$ cat config.mk
export PLATFORM = sky130hd
export DESIGN_NAME = lcd_rom_driver_flat
export DESIGN_NICKNAME = d
export VERILOG_FILES = /design/src/rtl/lcd_rom_driver_if.sv /design/src/rtl/lcd_rom_driver.sv /design/src/flat_wrapper.sv
export SDC_FILE = /design/constraint.sdc
export NUM_CORES = 1
export LEC_CHECK = 0
export BUFFER_PORTS_ARGS = -buffer_cell sky130_fd_sc_hd__buf_2
export CORE_ASPECT_RATIO = 1.5
export CORE_MARGIN = 2
export CORE_UTILIZATION = 53
export DETAILED_ROUTE_END_ITERATION = 8
export GPL_ROUTABILITY_DRIVEN = 0
export PLACE_DENSITY = 0.87
export SLEW_MARGIN = 20
export SYNTH_ARGS = -nofsm -noshare
export SYNTH_HDL_FRONTEND = slang
export SYNTH_SLANG_ARGS = --single-unit
export TNS_END_PERCENT = 20
$ cat constraint.sdc
create_clock -name clk -period 2.37 [get_ports clk]
set_input_delay 0 -clock clk [delete_from_list [all_inputs] [get_ports clk]]
set_output_delay 0 -clock clk [all_outputs]
set_load 0.01 [all_outputs]
$ cat src/rtl/lcd_rom_driver_if.sv
// rtl/lcd_rom_driver_if.sv - screen-ROM read port and HD44780 bus bundle; update_req under LCD_UPDATE_REQ_EN
interface lcd_rom_driver_if;
  logic [4:0] raddr;
  logic [7:0] dout;
  logic       lcd_rs;
  logic       lcd_rw;
  logic       lcd_e;
  logic [7:0] lcd_data;
  logic       init_done;
  logic       frame_done;
`ifdef LCD_UPDATE_REQ_EN
  logic       update_req;
`endif

  modport master (
    output raddr, lcd_rs, lcd_rw, lcd_e, lcd_data, init_done, frame_done,
    input  dout
`ifdef LCD_UPDATE_REQ_EN
    , input update_req
`endif
  );

  modport slave (
    input  raddr, lcd_rs, lcd_rw, lcd_e, lcd_data, init_done, frame_done,
    output dout
`ifdef LCD_UPDATE_REQ_EN
    , output update_req
`endif
  );
endinterface

$ cat src/rtl/lcd_rom_driver.sv
// rtl/lcd_rom_driver.sv - HD44780 16x2 init and continuous 32-char screen-ROM scan
// Optional request-driven frames when LCD_UPDATE_REQ_EN is defined.
module lcd_rom_driver #(
  parameter int POWERON_CYCLES    = 750000,
  parameter int SETUP_CYCLES      = 2,
  parameter int ENABLE_CYCLES     = 12,
  parameter int CMD_WAIT_CYCLES   = 2000,
  parameter int CLEAR_WAIT_CYCLES = 82000
) (
  input  logic               clk,
  input  logic               rst,
  lcd_rom_driver_if.master   bus
);

  function automatic int imax(input int a, input int b);
    return (a > b) ? a : b;
  endfunction

  localparam int MAXP = imax(imax(imax(POWERON_CYCLES, SETUP_CYCLES),
                                  imax(ENABLE_CYCLES, CMD_WAIT_CYCLES)), CLEAR_WAIT_CYCLES);
  localparam int CW   = (MAXP > 1) ? $clog2(MAXP) : 1;

  typedef logic [CW-1:0] cnt_t;
  localparam cnt_t PON_LAST   = cnt_t'(POWERON_CYCLES - 1);
  localparam cnt_t SETUP_LAST = cnt_t'(SETUP_CYCLES - 1);
  localparam cnt_t EN_LAST    = cnt_t'(ENABLE_CYCLES - 1);
  localparam cnt_t CMD_LAST   = cnt_t'(CMD_WAIT_CYCLES - 1);
  localparam cnt_t CLR_LAST   = cnt_t'(CLEAR_WAIT_CYCLES - 1);
  localparam cnt_t CNT_ONE    = cnt_t'(1);

  typedef enum logic [2:0] {
    S_POWERON, S_SETUP, S_EHIGH, S_WAIT, S_FETCH, S_CAPTURE, S_IDLE
  } state_t;

  // What the current bus transaction was, so the end of its wait knows where to go.
  typedef enum logic [1:0] {K_INIT, K_LINE, K_CHAR} kind_t;

  function automatic logic [7:0] init_cmd(input logic [2:0] idx);
    case (idx)
      3'd0, 3'd1: return 8'h38;
      3'd2:       return 8'h0C;
      3'd3:       return 8'h06;
      default:    return 8'h01;
    endcase
  endfunction

  state_t     r_state;
  kind_t      r_kind;
  cnt_t       r_cnt;
  logic [2:0] r_init_idx;
  logic [4:0] r_raddr;
  logic       r_rs;
  logic       r_e;
  logic [7:0] r_data;
  logic       r_init_done;
  logic       r_frame_done;
`ifdef LCD_UPDATE_REQ_EN
  logic       r_pending;
`endif

  cnt_t w_wait_last;
  assign w_wait_last = (!r_rs && r_data == 8'h01) ? CLR_LAST : CMD_LAST;

  always_ff @(posedge clk or posedge rst) begin
    if (rst) begin
      r_state      <= S_POWERON;
      r_kind       <= K_INIT;
      r_cnt        <= '0;
      r_init_idx   <= '0;
      r_raddr      <= '0;
      r_rs         <= 1'b0;
      r_e          <= 1'b0;
      r_data       <= '0;
      r_init_done  <= 1'b0;
      r_frame_done <= 1'b0;
`ifdef LCD_UPDATE_REQ_EN
      r_pending    <= 1'b0;
`endif
    end else begin
      r_frame_done <= 1'b0;
`ifdef LCD_UPDATE_REQ_EN
      r_pending    <= r_pending | bus.update_req;
`endif
      case (r_state)
        S_POWERON: begin
          if (r_cnt == PON_LAST) begin
            r_cnt   <= '0;
            r_data  <= init_cmd(3'd0);
            r_rs    <= 1'b0;
            r_kind  <= K_INIT;
            r_state <= S_SETUP;
          end else begin
            r_cnt <= r_cnt + CNT_ONE;
          end
        end
        S_SETUP: begin
          if (r_cnt == SETUP_LAST) begin
            r_cnt   <= '0;
            r_e     <= 1'b1;
            r_state <= S_EHIGH;
          end else begin
            r_cnt <= r_cnt + CNT_ONE;
          end
        end
        S_EHIGH: begin
          if (r_cnt == EN_LAST) begin
            r_cnt   <= '0;
            r_e     <= 1'b0;
            r_state <= S_WAIT;
          end else begin
            r_cnt <= r_cnt + CNT_ONE;
          end
        end
        S_WAIT: begin
          if (r_cnt == w_wait_last) begin
            r_cnt <= '0;
            case (r_kind)
              K_INIT: begin
                if (r_init_idx == 3'd4) begin
                  r_init_done <= 1'b1;
`ifdef LCD_UPDATE_REQ_EN
                  r_state     <= S_IDLE;
`else
                  r_data      <= 8'h80;
                  r_kind      <= K_LINE;
                  r_state     <= S_SETUP;
`endif
                end else begin
                  r_init_idx <= r_init_idx + 3'd1;
                  r_data     <= init_cmd(r_init_idx + 3'd1);
                  r_state    <= S_SETUP;
                end
              end
              K_LINE: r_state <= S_FETCH;
              default: begin
                r_raddr <= r_raddr + 5'd1;
                if (r_raddr == 5'h1F) begin
                  r_frame_done <= 1'b1;
`ifdef LCD_UPDATE_REQ_EN
                  r_state      <= S_IDLE;
`else
                  r_data       <= 8'h80;
                  r_rs         <= 1'b0;
                  r_kind       <= K_LINE;
                  r_state      <= S_SETUP;
`endif
                end else if (r_raddr == 5'h0F) begin
                  r_data  <= 8'hC0;
                  r_rs    <= 1'b0;
                  r_kind  <= K_LINE;
                  r_state <= S_SETUP;
                end else begin
                  r_state <= S_FETCH;
                end
              end
            endcase
          end else begin
            r_cnt <= r_cnt + CNT_ONE;
          end
        end
        S_FETCH: r_state <= S_CAPTURE;
        S_CAPTURE: begin
          r_data  <= bus.dout;
          r_rs    <= 1'b1;
          r_kind  <= K_CHAR;
          r_state <= S_SETUP;
        end
        S_IDLE: begin
`ifdef LCD_UPDATE_REQ_EN
          if (r_pending || bus.update_req) begin
            r_pending <= 1'b0;
            r_data    <= 8'h80;
            r_rs      <= 1'b0;
            r_kind    <= K_LINE;
            r_state   <= S_SETUP;
          end
`endif
        end
        default: r_state <= S_POWERON;
      endcase
    end
  end

  assign bus.raddr      = r_raddr;
  assign bus.lcd_rs     = r_rs;
  assign bus.lcd_rw     = 1'b0;
  assign bus.lcd_e      = r_e;
  assign bus.lcd_data   = r_data;
  assign bus.init_done  = r_init_done;
  assign bus.frame_done = r_frame_done;

endmodule

$ cat src/flat_wrapper.sv
// flat-port wrapper written by rule: the top's interface ports become plain ports
module lcd_rom_driver_flat 
#(
  parameter int POWERON_CYCLES    = 750000,
  parameter int SETUP_CYCLES      = 2,
  parameter int ENABLE_CYCLES     = 12,
  parameter int CMD_WAIT_CYCLES   = 2000,
  parameter int CLEAR_WAIT_CYCLES = 82000
)
  (clk, rst, bus_raddr, bus_lcd_rs, bus_lcd_rw, bus_lcd_e, bus_lcd_data, bus_init_done, bus_frame_done, bus_dout);
  lcd_rom_driver_if bus_i ();
  input  logic clk;
  input  logic rst;
  output wire logic [$bits(bus_i.raddr)-1:0] bus_raddr;
  output wire logic [$bits(bus_i.lcd_rs)-1:0] bus_lcd_rs;
  output wire logic [$bits(bus_i.lcd_rw)-1:0] bus_lcd_rw;
  output wire logic [$bits(bus_i.lcd_e)-1:0] bus_lcd_e;
  output wire logic [$bits(bus_i.lcd_data)-1:0] bus_lcd_data;
  output wire logic [$bits(bus_i.init_done)-1:0] bus_init_done;
  output wire logic [$bits(bus_i.frame_done)-1:0] bus_frame_done;
  input wire logic [$bits(bus_i.dout)-1:0] bus_dout;
  assign bus_raddr = bus_i.raddr;
  assign bus_lcd_rs = bus_i.lcd_rs;
  assign bus_lcd_rw = bus_i.lcd_rw;
  assign bus_lcd_e = bus_i.lcd_e;
  assign bus_lcd_data = bus_i.lcd_data;
  assign bus_init_done = bus_i.init_done;
  assign bus_frame_done = bus_i.frame_done;
  assign bus_i.dout = bus_dout;
  lcd_rom_driver #(.POWERON_CYCLES(POWERON_CYCLES), .SETUP_CYCLES(SETUP_CYCLES), .ENABLE_CYCLES(ENABLE_CYCLES), .CMD_WAIT_CYCLES(CMD_WAIT_CYCLES), .CLEAR_WAIT_CYCLES(CLEAR_WAIT_CYCLES)) u_core (.clk(clk), .rst(rst), .bus(bus_i));
endmodule
; ---- After elaboration in Yosys (flattened, before gate mapping)
; Cells that the tools add are included.
[op_classes]
n_mux = 42
eq_ne = 27
addsub = 3
n_reduce_logical = 18
bitwise_logic = 3
[ops]
columns = operator, n
row1 = two-way mux 20 bit, 4
row2 = case mux 20 bit (4 select lines), 1
row3 = two-way mux 8 bit, 5
row4 = case mux 8 bit (3 select lines), 1
row5 = case mux 3 bit (7 select lines), 1
row6 = "adder 20 x 1 -> 20 bit, second input constant", 1
row7 = "equality test 20 x 1 -> 1 bit, second input constant", 1
row8 = equality test 20 bit, 1
row9 = "equality test 20 bit, second input constant", 1
row10 = "equality test 20 x 4 -> 1 bit, second input constant", 1
row11 = two-way mux 3 bit, 6
row12 = case mux 6 bit (3 select lines), 1
row13 = two-way mux 17 bit, 1
row14 = case mux 8 bit (2 select lines), 1
row15 = AND reduction 5 bit, 3
row16 = "equality test 3 x 2 -> 1 bit, second input constant", 4
row17 = "equality test 3 bit, second input constant", 4
row18 = two-way mux 1 bit, 11
row19 = two-way mux 2 bit, 5
row20 = "equality test 8 x 1 -> 1 bit, second input constant", 1
row21 = "!= test 2 x 1 -> 1 bit, second input constant", 4
row22 = AND reduction 4 bit, 2
row23 = "equality test 3 x 1 -> 1 bit, second input constant", 2
row24 = logical NOT 3 bit, 2
row25 = other kinds (24), 29
[totals]
ff_bits = 45
input_bits = 10

; ---- Depth between registers and ports, before layout
; Gate-level depths: netlist of run 1.
[depth]
ltp_word = 8
depth_mapped = 10
ltp_nobuf = 9

; ---- Least setup slack after synthesis of run 1
; No wires, ideal clock.
[synth_path]
path_type = reg2reg
startpoint = reg u_core.r_raddr[0], in the netlist u_core.bus.raddr[0]
endpoint = reg u_core.r_data[1], in the netlist u_core.bus.lcd_data[1]
required_time_ns = 2.234
t_arrival_ns = 2.281
slack_ns = -0.047
stages_incl_launch_ff = 10
path_cell_list = dfrtp_1 -> ha_1 -> and3_1 -> ha_1 -> or3b_2 -> a31oi_1 -> o32ai_1 -> o211ai_2 -> clkbuf_1 -> o21ai_0
[synth_between]
elab_chain_cells = 5
[synth_rtl]
columns = item, line
row1 = "start, declared", lcd_rom_driver.sv:51  ; logic [4:0] r_raddr;
row2 = "start signal, assigned", lcd_rom_driver.sv:136  ; r_raddr <= r_raddr + 5'd1;
row3 = equality test 5 bit, lcd_rom_driver.sv:137  ; if (r_raddr == 5'h1F) begin
row4 = two-way mux 8 bit, lcd_rom_driver.sv:137
row5 = case mux 8 bit (2 select lines), lcd_rom_driver.sv:117  ; case (r_kind)
row6 = two-way mux 8 bit, lcd_rom_driver.sv:115  ; if (r_cnt == w_wait_last) begin
row7 = case mux 8 bit (3 select lines), lcd_rom_driver.sv:84  ; case (r_state)
row8 = "end signal, assigned", lcd_rom_driver.sv:88  ; r_data <= init_cmd(3'd0);
row9 = "end signal, assigned", lcd_rom_driver.sv:130  ; r_data <= init_cmd(r_init_idx + 3'd1);
row10 = "end signal, assigned", lcd_rom_driver.sv:163  ; r_data <= bus.dout;
row11 = "end, declared", lcd_rom_driver.sv:54  ; logic [7:0] r_data;
; Several ways; a longest one is shown, not always the timed one. The select of a mux whose other input is x is not followed.
; A chain may end at the register's enable or synchronous reset.

; ---- Final worst setup path of run 1
[layout_path]
startpoint = reg u_core.r_cnt[17]
endpoint = reg u_core.r_state[0]
[layout_between]
elab_chain_cells = 3
[layout_rtl]
columns = item, line
row1 = "start, declared", lcd_rom_driver.sv:49  ; cnt_t r_cnt;
row2 = "start signal, assigned", lcd_rom_driver.sv:93  ; r_cnt <= r_cnt + CNT_ONE;
row3 = "start signal, assigned", lcd_rom_driver.sv:102  ; r_cnt <= r_cnt + CNT_ONE;
row4 = "start signal, assigned", lcd_rom_driver.sv:111  ; r_cnt <= r_cnt + CNT_ONE;
row5 = "equality test 20 x 4 -> 1 bit, or another cell as far along", lcd_rom_driver.sv:106  ; if (r_cnt == EN_LAST) begin
row6 = != test 2 x 1 -> 1 bit (no source line), -
row7 = AND reduction 5 bit (no source line) (*), -
row8 = "end signal, assigned", lcd_rom_driver.sv:100  ; r_state <= S_EHIGH;
row9 = "end signal, assigned", lcd_rom_driver.sv:109  ; r_state <= S_WAIT;
row10 = "end signal, assigned", lcd_rom_driver.sv:126  ; r_state <= S_SETUP;
row11 = "end, declared", lcd_rom_driver.sv:47  ; state_t r_state;
; Mark *: on every way between the ends. The rest lies on a longest branch, timed or not.

==> results by group, run 1 <==
Outcome
  – Status: finished, final reports clean

STA
  – Pins Over Slew Limit: 0
  – Final setup fails: 0
  – Fin. Hold Viols: 0
  – Tcrit/Tclk final: 0.997
  – Setup Skew: 0.0112 ns
  – Hold slack final: 0.00492 ns
  – Slew margin rel.: 0.356
  – Worst-margin pin slew: 0.964 ns
  – Post-Route Setup TNS: 0 ns
  – Post-route minimum period: 2.36 ns
  – Fmax: 423 MHz
  – RSZ-0062 raised after global routing: yes

Clock tree
  – Buffer depth of the longest clock path: 2
  – H-tree depth: 2
  – Clock transition at the registers of the reported paths: 0.09 ns
  – CTS Buf Count: 5
  – Sink Count: 45
  – Worst-Skew Late Latency: 0.31 ns
  – CTS root buffer: clkbuf_8
  – CTS tree: built

Run
  – Max-Cap Viols: 0

Critical path
  – Critical-path maximum fanout: 7
  – Crit path launch type: flip-flop
  – Required time worst endpoint: 2.56 ns
  – Worst R2R Path Depth: 5
  – Critical Path AT: 2.56 ns
  – Critical path endpoint category: flip-flop
  – Crit Path Class: reg2reg

Yosys
  – Synth warn: 0
  – Mean Syn Cell Area: 9.15 um2
  – Flop and latch count out of synthesis: 45
  – Syn Inst Count: 295
  – Ys flop type: dfrtp_1
  – Synthesized area: 2700 um2
  – Number of synthesized flops with an enable pin: 0
  – Post-synthesis sequential area ratio: 0.417
  – Mapped Nets: 315
  – Asr flop ratio synth: 1.00
  – Distinct cells, synth: 65

Power
  – Total power draw: 1.31 mW
  – Power per cell area: 417 nW/um2
  – Leakage: 1.40 nW
  – Max VDD drop: 0.000446 V

Final layout
  – Number of antenna diodes: 0
  – Finished Layout Cells: 404
  – Area Growth Syn to Fin: 16.4%
  – Share of layout cells above drive strength 1: 0.237
  – Design area: 3140 um2
  – Final net count: 357

Placed design
  – Port Buffers: 26
  – Inst Count DP: 389
  – Cell Area, Placed: 2940 um2
  – DPL Wire Length: 4660 um

Routing
  – DRT iter0 DRCs: 144
  – DR pass1 iterations: 4
  – Total vias in the final route: 2511
  – Detail Route Antenna Nets: 0
  – Vias per cell: 6.22
  – DRC: 0
  – Post-Route WL: 6800 um
  – Routed WL per cell: 16.8 um

Global routing
  – Vias in the first global route: 2556
  – Global-route wire length before repair: 11600 um
  – Met2 Track Usage GR: 0.445
  – GR Layer Usage met3: 0.0384
  – GR met1 Demand/Resource: 0.283
  – Overall Global Routing Usage: 0.250
  – Initial antenna violation count: 0
  – GRT overflow: 0
  – Top Usage Layer GRT: met2
  – Largest net degree at the start of global routing: 46

Floorplanning
  – Die W: 62.3 um
  – FP Rows: 31
  – I/O Pins: 28
  – Die H: 91.4 um
  – Starting density of the core: 0.552
  – Core footprint: 4890 um2
  – Die footprint: 5690 um2

Worst hold path
  – Worst Hold Class: in2reg
  – Min-Delay Path Depth: 3
## worst max-delay path, cell delays in order (launching register included)
cell and delay, ns:
dfrtp_1 0.44, or4_4 0.54, or4_4 0.53, a21oi_4 0.24, a311oi_1 0.15, a311o_1 0.35
## logic make-up (layout without fill, tap and decap cells)
group / after synthesis / in the layout / synth area share
compound gates: 74 / 74 / 0.179
mux: 3 / 3 / 0.0134
buf+inv: 24 / 67 / 0.0468
other cells: 1 / 1 / 0.00139
fa+ha+maj: 10 / 10 / 0.0464
flops: 45 / 45 / 0.417
xor+xnor: 6 / 6 / 0.0195
simple gates: 132 / 132 / 0.276
## placed cells by master (no fill, tap or decap), drive strengths merged, types with 6 or more instances in the layout
master  netlist  final
and3          7      7
o21ai        26     26
nor3         10     10
nand4         9      9
inv          10     10
buf           4     43
nor2         19     19
clkbuf        9      6
ha           10     10
nand3        18     18
or3           6      6
nand2        32     32
a21oi        15     15
dfrtp        45     45
## stage by stage
stage | setup WS (ns) | util
after detailed placement | 0.0161 | 0.601
after global placement | 0.101 | 0.601
after floorplan | 0.0448 | -
final | 0.00619 | 0.643
after CTS | 0.0296 | 0.632
after global routing | -0.0237 | 0.643
## flip-flops by register name (all words and copies together) (netlist names)
| register | flops |
|---|---|
| u_core.bus.frame_done | 1 |
| u_core.bus.init_done | 1 |
| u_core.bus.lcd_data | 8 |
| u_core.bus.lcd_e | 1 |
| u_core.bus.lcd_rs | 1 |
| u_core.bus.raddr | 5 |
| u_core.r_cnt | 20 |
| u_core.r_init_idx | 3 |
| u_core.r_kind | 2 |
| u_core.r_state | 3 |
## routing by layer
| metal | wire length, um | part of all wire |
|---|---|---|
| met5 | 0 | 0 |
| met3 | 299 | 0.044 |
| met2 | 3650 | 0.54 |
| met1 | 2570 | 0.38 |
| met4 | 280 | 0.041 |
## power breakdown
group	internal [mW]	switching, mW
Sequential	0.767	0
Clock	0.237	0.277
Combinational	0.0108	0.0190
Total	1.01	0.296
## cell usage after synthesis, drive strengths merged (3+ instances only)
| cell type | number | area, um2 |
|---|---|---|
| nor2b | 3 | 18.8 |
| nand3 | 18 | 90.1 |
| clkbuf | 9 | 53.8 |
| and2 | 5 | 35.0 |
| xnor2 | 3 | 26.3 |
| nand2b | 3 | 21.3 |
| xor2 | 3 | 26.3 |
| and4 | 4 | 36.3 |
| nor3 | 10 | 55.1 |
| or3 | 6 | 38.8 |
| a211o | 4 | 36.3 |
| a31oi | 4 | 25.0 |
| o21ai | 26 | 130 |
| or4 | 4 | 37.5 |
| ha | 10 | 125 |
| dfrtp | 45 | 1130 |
| nand4 | 9 | 56.3 |
| a211oi | 4 | 30.0 |
| and3 | 7 | 48.8 |
| inv | 10 | 37.5 |
| buf | 4 | 31.3 |
| nor2 | 19 | 71.3 |
| nand2 | 32 | 120 |
| nand3b | 3 | 22.5 |
| a21oi | 15 | 86.3 |
| o31ai | 3 | 22.5 |
## final cells by class
class	count	area [um2]
Fill cell	396	1750
Multi-Input combinational cell	226	1480
Clock buffer	6	82.6
Sequential cell	45	1130
Clock inverter	2	13.8
Inverter	11	41.3
Tap cell	66	82.6
Timing Repair Buffer	48	315
## path summary, 6_finish.rpt
| kind | from | to | slack (ns) |
|---|---|---|---|
| worst min register to register | u_core.bus.init_done | u_core.bus.init_done | 0.48 |
| max in group asynchronous | rst | u_core.r_cnt[0] | 1.24 |
| worst max register to register | u_core.r_cnt[17] | u_core.r_state[0] | 0.006 |
| worst min-delay path | bus_dout[0] | u_core.bus.lcd_data[0] | 0.005 |
| worst max-delay path | u_core.r_cnt[17] | u_core.r_state[0] | 0.006 |
| min in group asynchronous | rst | u_core.r_cnt[1] | 0.47 |
## timing repair
item / 4_1_cts / 5_1_grt
setup buffers: 0 / 1
pin swaps: 0 / 2
endpoints found under the setup margin: 4 / 15
hold buffers: 5 / 0
gates cloned: 0 / 1
resized for setup: 1 / 10
hold endpoints to repair: 49 / 0
Note: power is estimated with default switching activity, not from simulation.
==> inputs of run 2 (changes only) <==
Settings changed: ABC_AREA from default to 1, CORE_UTILIZATION 53 to 54, PLACE_DENSITY 0.87 to 0.88.
==> run 2 against run 1 <==
Effect of this change:
- register-to-register slack improved by 0.33 ns
- maximum frequency increased by 16%
- synthesized cell count increased by 35%
- via count increased by 7.8%
- cell count increased by 23%
- clock-buffer cell count increased by 1
- area after synthesis increased by 11%
- sequential share of layout area decreased by 1.4 points
- first-iteration DRC count decreased by 11%
- die area increased by 8.0%
- setup slack improved by 0.33 ns
- highest routed layer unchanged
==> results by group, run 2 <==
Yosys
  – Mean Syn Cell Area: 7.49 um2 (-18%)
  – Asr flop ratio synth: 1.00 (unchanged)
  – Distinct cells, synth: 41 (-37%)
  – Syn Inst Count: 398 (+35%)
  – Area leader, netlist: dfrtp_1
  – Synth warn: 0 (unchanged)
  – Number of synthesized flops with an enable pin: 0 (unchanged)
  – Most frequent cell after synthesis: nand2_1
  – Mapped Nets: 418 (+33%)
  – Synthesized area: 2980 um2 (+11%)
  – Post-synthesis sequential area ratio: 0.378 (-0.0397)
  – Top post-synthesis cells by area: dfrtp_1, nand2_1, inv_1
  – Most frequent cells after synthesis: nand2_1, inv_1, dfrtp_1
  – Yosys top cell area share: 0.378 (-0.0397)
  – Flop and latch count out of synthesis: 45 (unchanged)
  – Ys flop type: dfrtp_1

STA
  – Hold slack final: 0.000784 ns (-0.00413 ns)
  – Fin worst setup slack: 0.332 ns (+0.326 ns)
  – Post-route minimum period: 2.04 ns (-0.326 ns)
  – Fin. Hold Viols: 0 (unchanged)
  – Worst-margin pin slew: 0.915 ns (-0.0495 ns)
  – Pins Over Slew Limit: 0 (unchanged)
  – Post-Route Setup TNS: 0 ns (unchanged)
  – Fmax: 491 MHz (+16%)
  – RSZ-0062 raised after global routing: no
  – Final setup fails: 0 (unchanged)
  – Slew margin rel.: 0.389 (+0.0330)
  – Tcrit/Tclk final: 0.860 (-0.137)
  – Setup Skew: 0.00877 ns (-0.00243 ns)

Final layout
  – Max reg flops: 20 (unchanged)
  – Commonest cells after routing, fill and taps aside: nand2_1, inv_1, dfrtp_1
  – Final net count: 447 (+25%)
  – Share of layout cells above drive strength 1: 0.152 (-0.0845)
  – Finished Layout Cells: 497 (+23%)
  – Number of antenna diodes: 0 (unchanged)
  – Commonest non-fill, non-tap cell in the layout: nand2_1
  – Area Growth Syn to Fin: 9.52%
  – Reg with most FFs: u_core.r_cnt

Clock tree
  – CTS Buf Count: 5 (unchanged)
  – Postcts setup bufs: 0 (unchanged)
  – Worst-Skew Late Latency: 0.30 ns (about the same)
  – Sink Count: 45 (unchanged)
  – Buffer depth of the longest clock path: 2 (unchanged)
  – Post-cts resize count: 0 (-1)
  – CTS root buffer: clkbuf_8
  – H-tree depth: 2 (unchanged)
  – CTS tree: built
  – Clock transition at the registers of the reported paths: 0.08 ns (about the same)

Global routing
  – GR Layer Usage met3: 0.0307 (-0.00772)
  – Global-route wire length before repair: 11400 um (-1.3%)
  – Vias in the first global route: 2756 (+7.8%)
  – Initial antenna violation count: 0 (unchanged)
  – GRT overflow: 0 (unchanged)
  – Top Usage Layer GRT: met2
  – Overall Global Routing Usage: 0.233 (-0.0175)
  – GR met1 Demand/Resource: 0.247 (-0.0360)
  – Largest net degree at the start of global routing: 46 (unchanged)
  – Met2 Track Usage GR: 0.450 (+0.00491)

Power
  – Leakage: 1.63 nW (+17%)
  – Power per cell area: 390 nW/um2 (-6.4%)
  – Max VDD drop: 0.000392 V (-12%)

Floorplanning
  – Core footprint: 5410 um2 (+11%)
  – Die H: 95.0 um (+4.0%)
  – FP Rows: 33 (+6.5%)
  – Die W: 64.7 um (+3.9%)
  – Die footprint: 6150 um2 (+8.0%)
  – I/O Pins: 28 (unchanged)
  – Starting density of the core: 0.551 (-0.000758)

Routing
  – Post-Route WL: 6610 um (-2.8%)
  – DR pass1 iterations: 6 (+2)
  – Total vias in the final route: 2707 (+7.8%)
  – Routed WL per cell: 13.3 um (-21%)
  – Detail Route Antenna Nets: 0 (unchanged)
  – Vias per cell: 5.45 (-12%)
  – DRC: 0 (unchanged)
  – DRT iter0 DRCs: 128 (-11%)

Run
  – Max-Cap Viols: 0 (unchanged)

Placed design
  – Inst Count DP: 488 (+25%)
  – DPL Wire Length: 5020 um (+7.5%)
  – Port Buffers: 26 (unchanged)
  – DP Worst Slack: 0.361 ns (+0.345 ns)

Critical path
  – Reg-to-Reg Start: u_core.bus.raddr[0]
  – Worst setup path start: u_core.bus.raddr[0]
  – Crit Path Class: reg2reg
  – Critical-path maximum fanout: 15 (+8)
  – Setup slack, reg-to-reg: 0.33 ns (+0.33 ns)
  – Crit path launch type: flip-flop
  – Critical Path AT: 2.22 ns (-0.34 ns)
  – Required time worst endpoint: 2.55 ns (about the same)
  – Critical path endpoint category: flip-flop

Worst hold path
  – Worst Hold Class: in2reg
  – Beginning of the worst hold path: bus_dout[0]

Outcome
  – Status: finished, final reports clean
## run 2: changes by cell type after synthesis, moves of 8 or more
cell,delta
a21oi_1,-10
inv_1,+44
nand2_1,+86
nand3_1,+11
nor2_1,+16
o21ai_0,-12
o21ai_2,+8
## run 2: final timing paths
kind	endpoint	cells after the start
max in group asynchronous	u_core.bus.lcd_e	3
min in group asynchronous	u_core.r_cnt[8]	3
worst min register to register	u_core.r_kind[0]	2
worst min-delay path	u_core.bus.lcd_data[0]	3
worst max register to register	u_core.bus.lcd_data[0]	13
worst max-delay path	u_core.bus.lcd_data[0]	13
## run 2: cell families (layout without fill, tap and decap cells)
group | after synthesis | count (layout) | share of synthesized area
and+or+nand+nor | 226 | 226 | 0.364
buffers and inverters | 66 | 95 | 0.0923
DFF | 45 | 45 | 0.378
AOI/OAI and AO/OA | 37 | 37 | 0.0852
xor gates and xnor gates | 13 | 13 | 0.0382
adders and majority gates | 10 | 10 | 0.0419
other | 1 | 1 | 0.00126
## run 2: critical path: stages, from the launching register on
cell	delay (ns)
dfrtp_1	0.43
ha_1	0.19
nand2_1	0.05
nor2_1	0.14
ha_1	0.19
nor2_1	0.04
nor2_1	0.09
inv_1	0.07
nand2_1	0.10
o21ai_1	0.07
inv_1	0.13
nand3_4	0.22
nand2_1	0.15
o21ai_2	0.06
## run 2: final cells by class
class                           instances  area, um2
Clock buffer                            7       86.3
Fill cell                             464       2140
Inverter                               58        220
Multi-Input combinational cell        287       1580
Sequential cell                        45       1130
Tap cell                               70       87.6
Timing Repair Buffer                   30        165
## run 2: timing repair
action,in CTS,in global routing
endpoints found under the hold margin,46,0
hold buffers,2,0
endpoints found under the setup margin,0,0
## run 2: layer usage
metal / share of wire / up-vias
li1: - / 1324
met4: 0.029 / 0
met1: 0.39 / 1282
met3: 0.040 / 19
met2: 0.54 / 82
met5: 0 / -
## run 2: report_power, final
group	switching, mW	internal (mW)
Combinational	0.0182	0.00757
Clock	0.250	0.232
Sequential	0	0.767
## run 2: stage by stage
| stage | utilization | power [mW] | cell area (um2) |
|---|---|---|---|
| after floorplan | - | 0.796 | 2980 |
| after CTS | 0.604 | 1.28 | 3270 |
| after detailed placement | 0.584 | 0.807 | 3160 |
| after global placement | 0.584 | 0.807 | 3160 |
| final | 0.604 | 1.27 | 3270 |
| after global routing | 0.604 | 1.32 | 3270 |
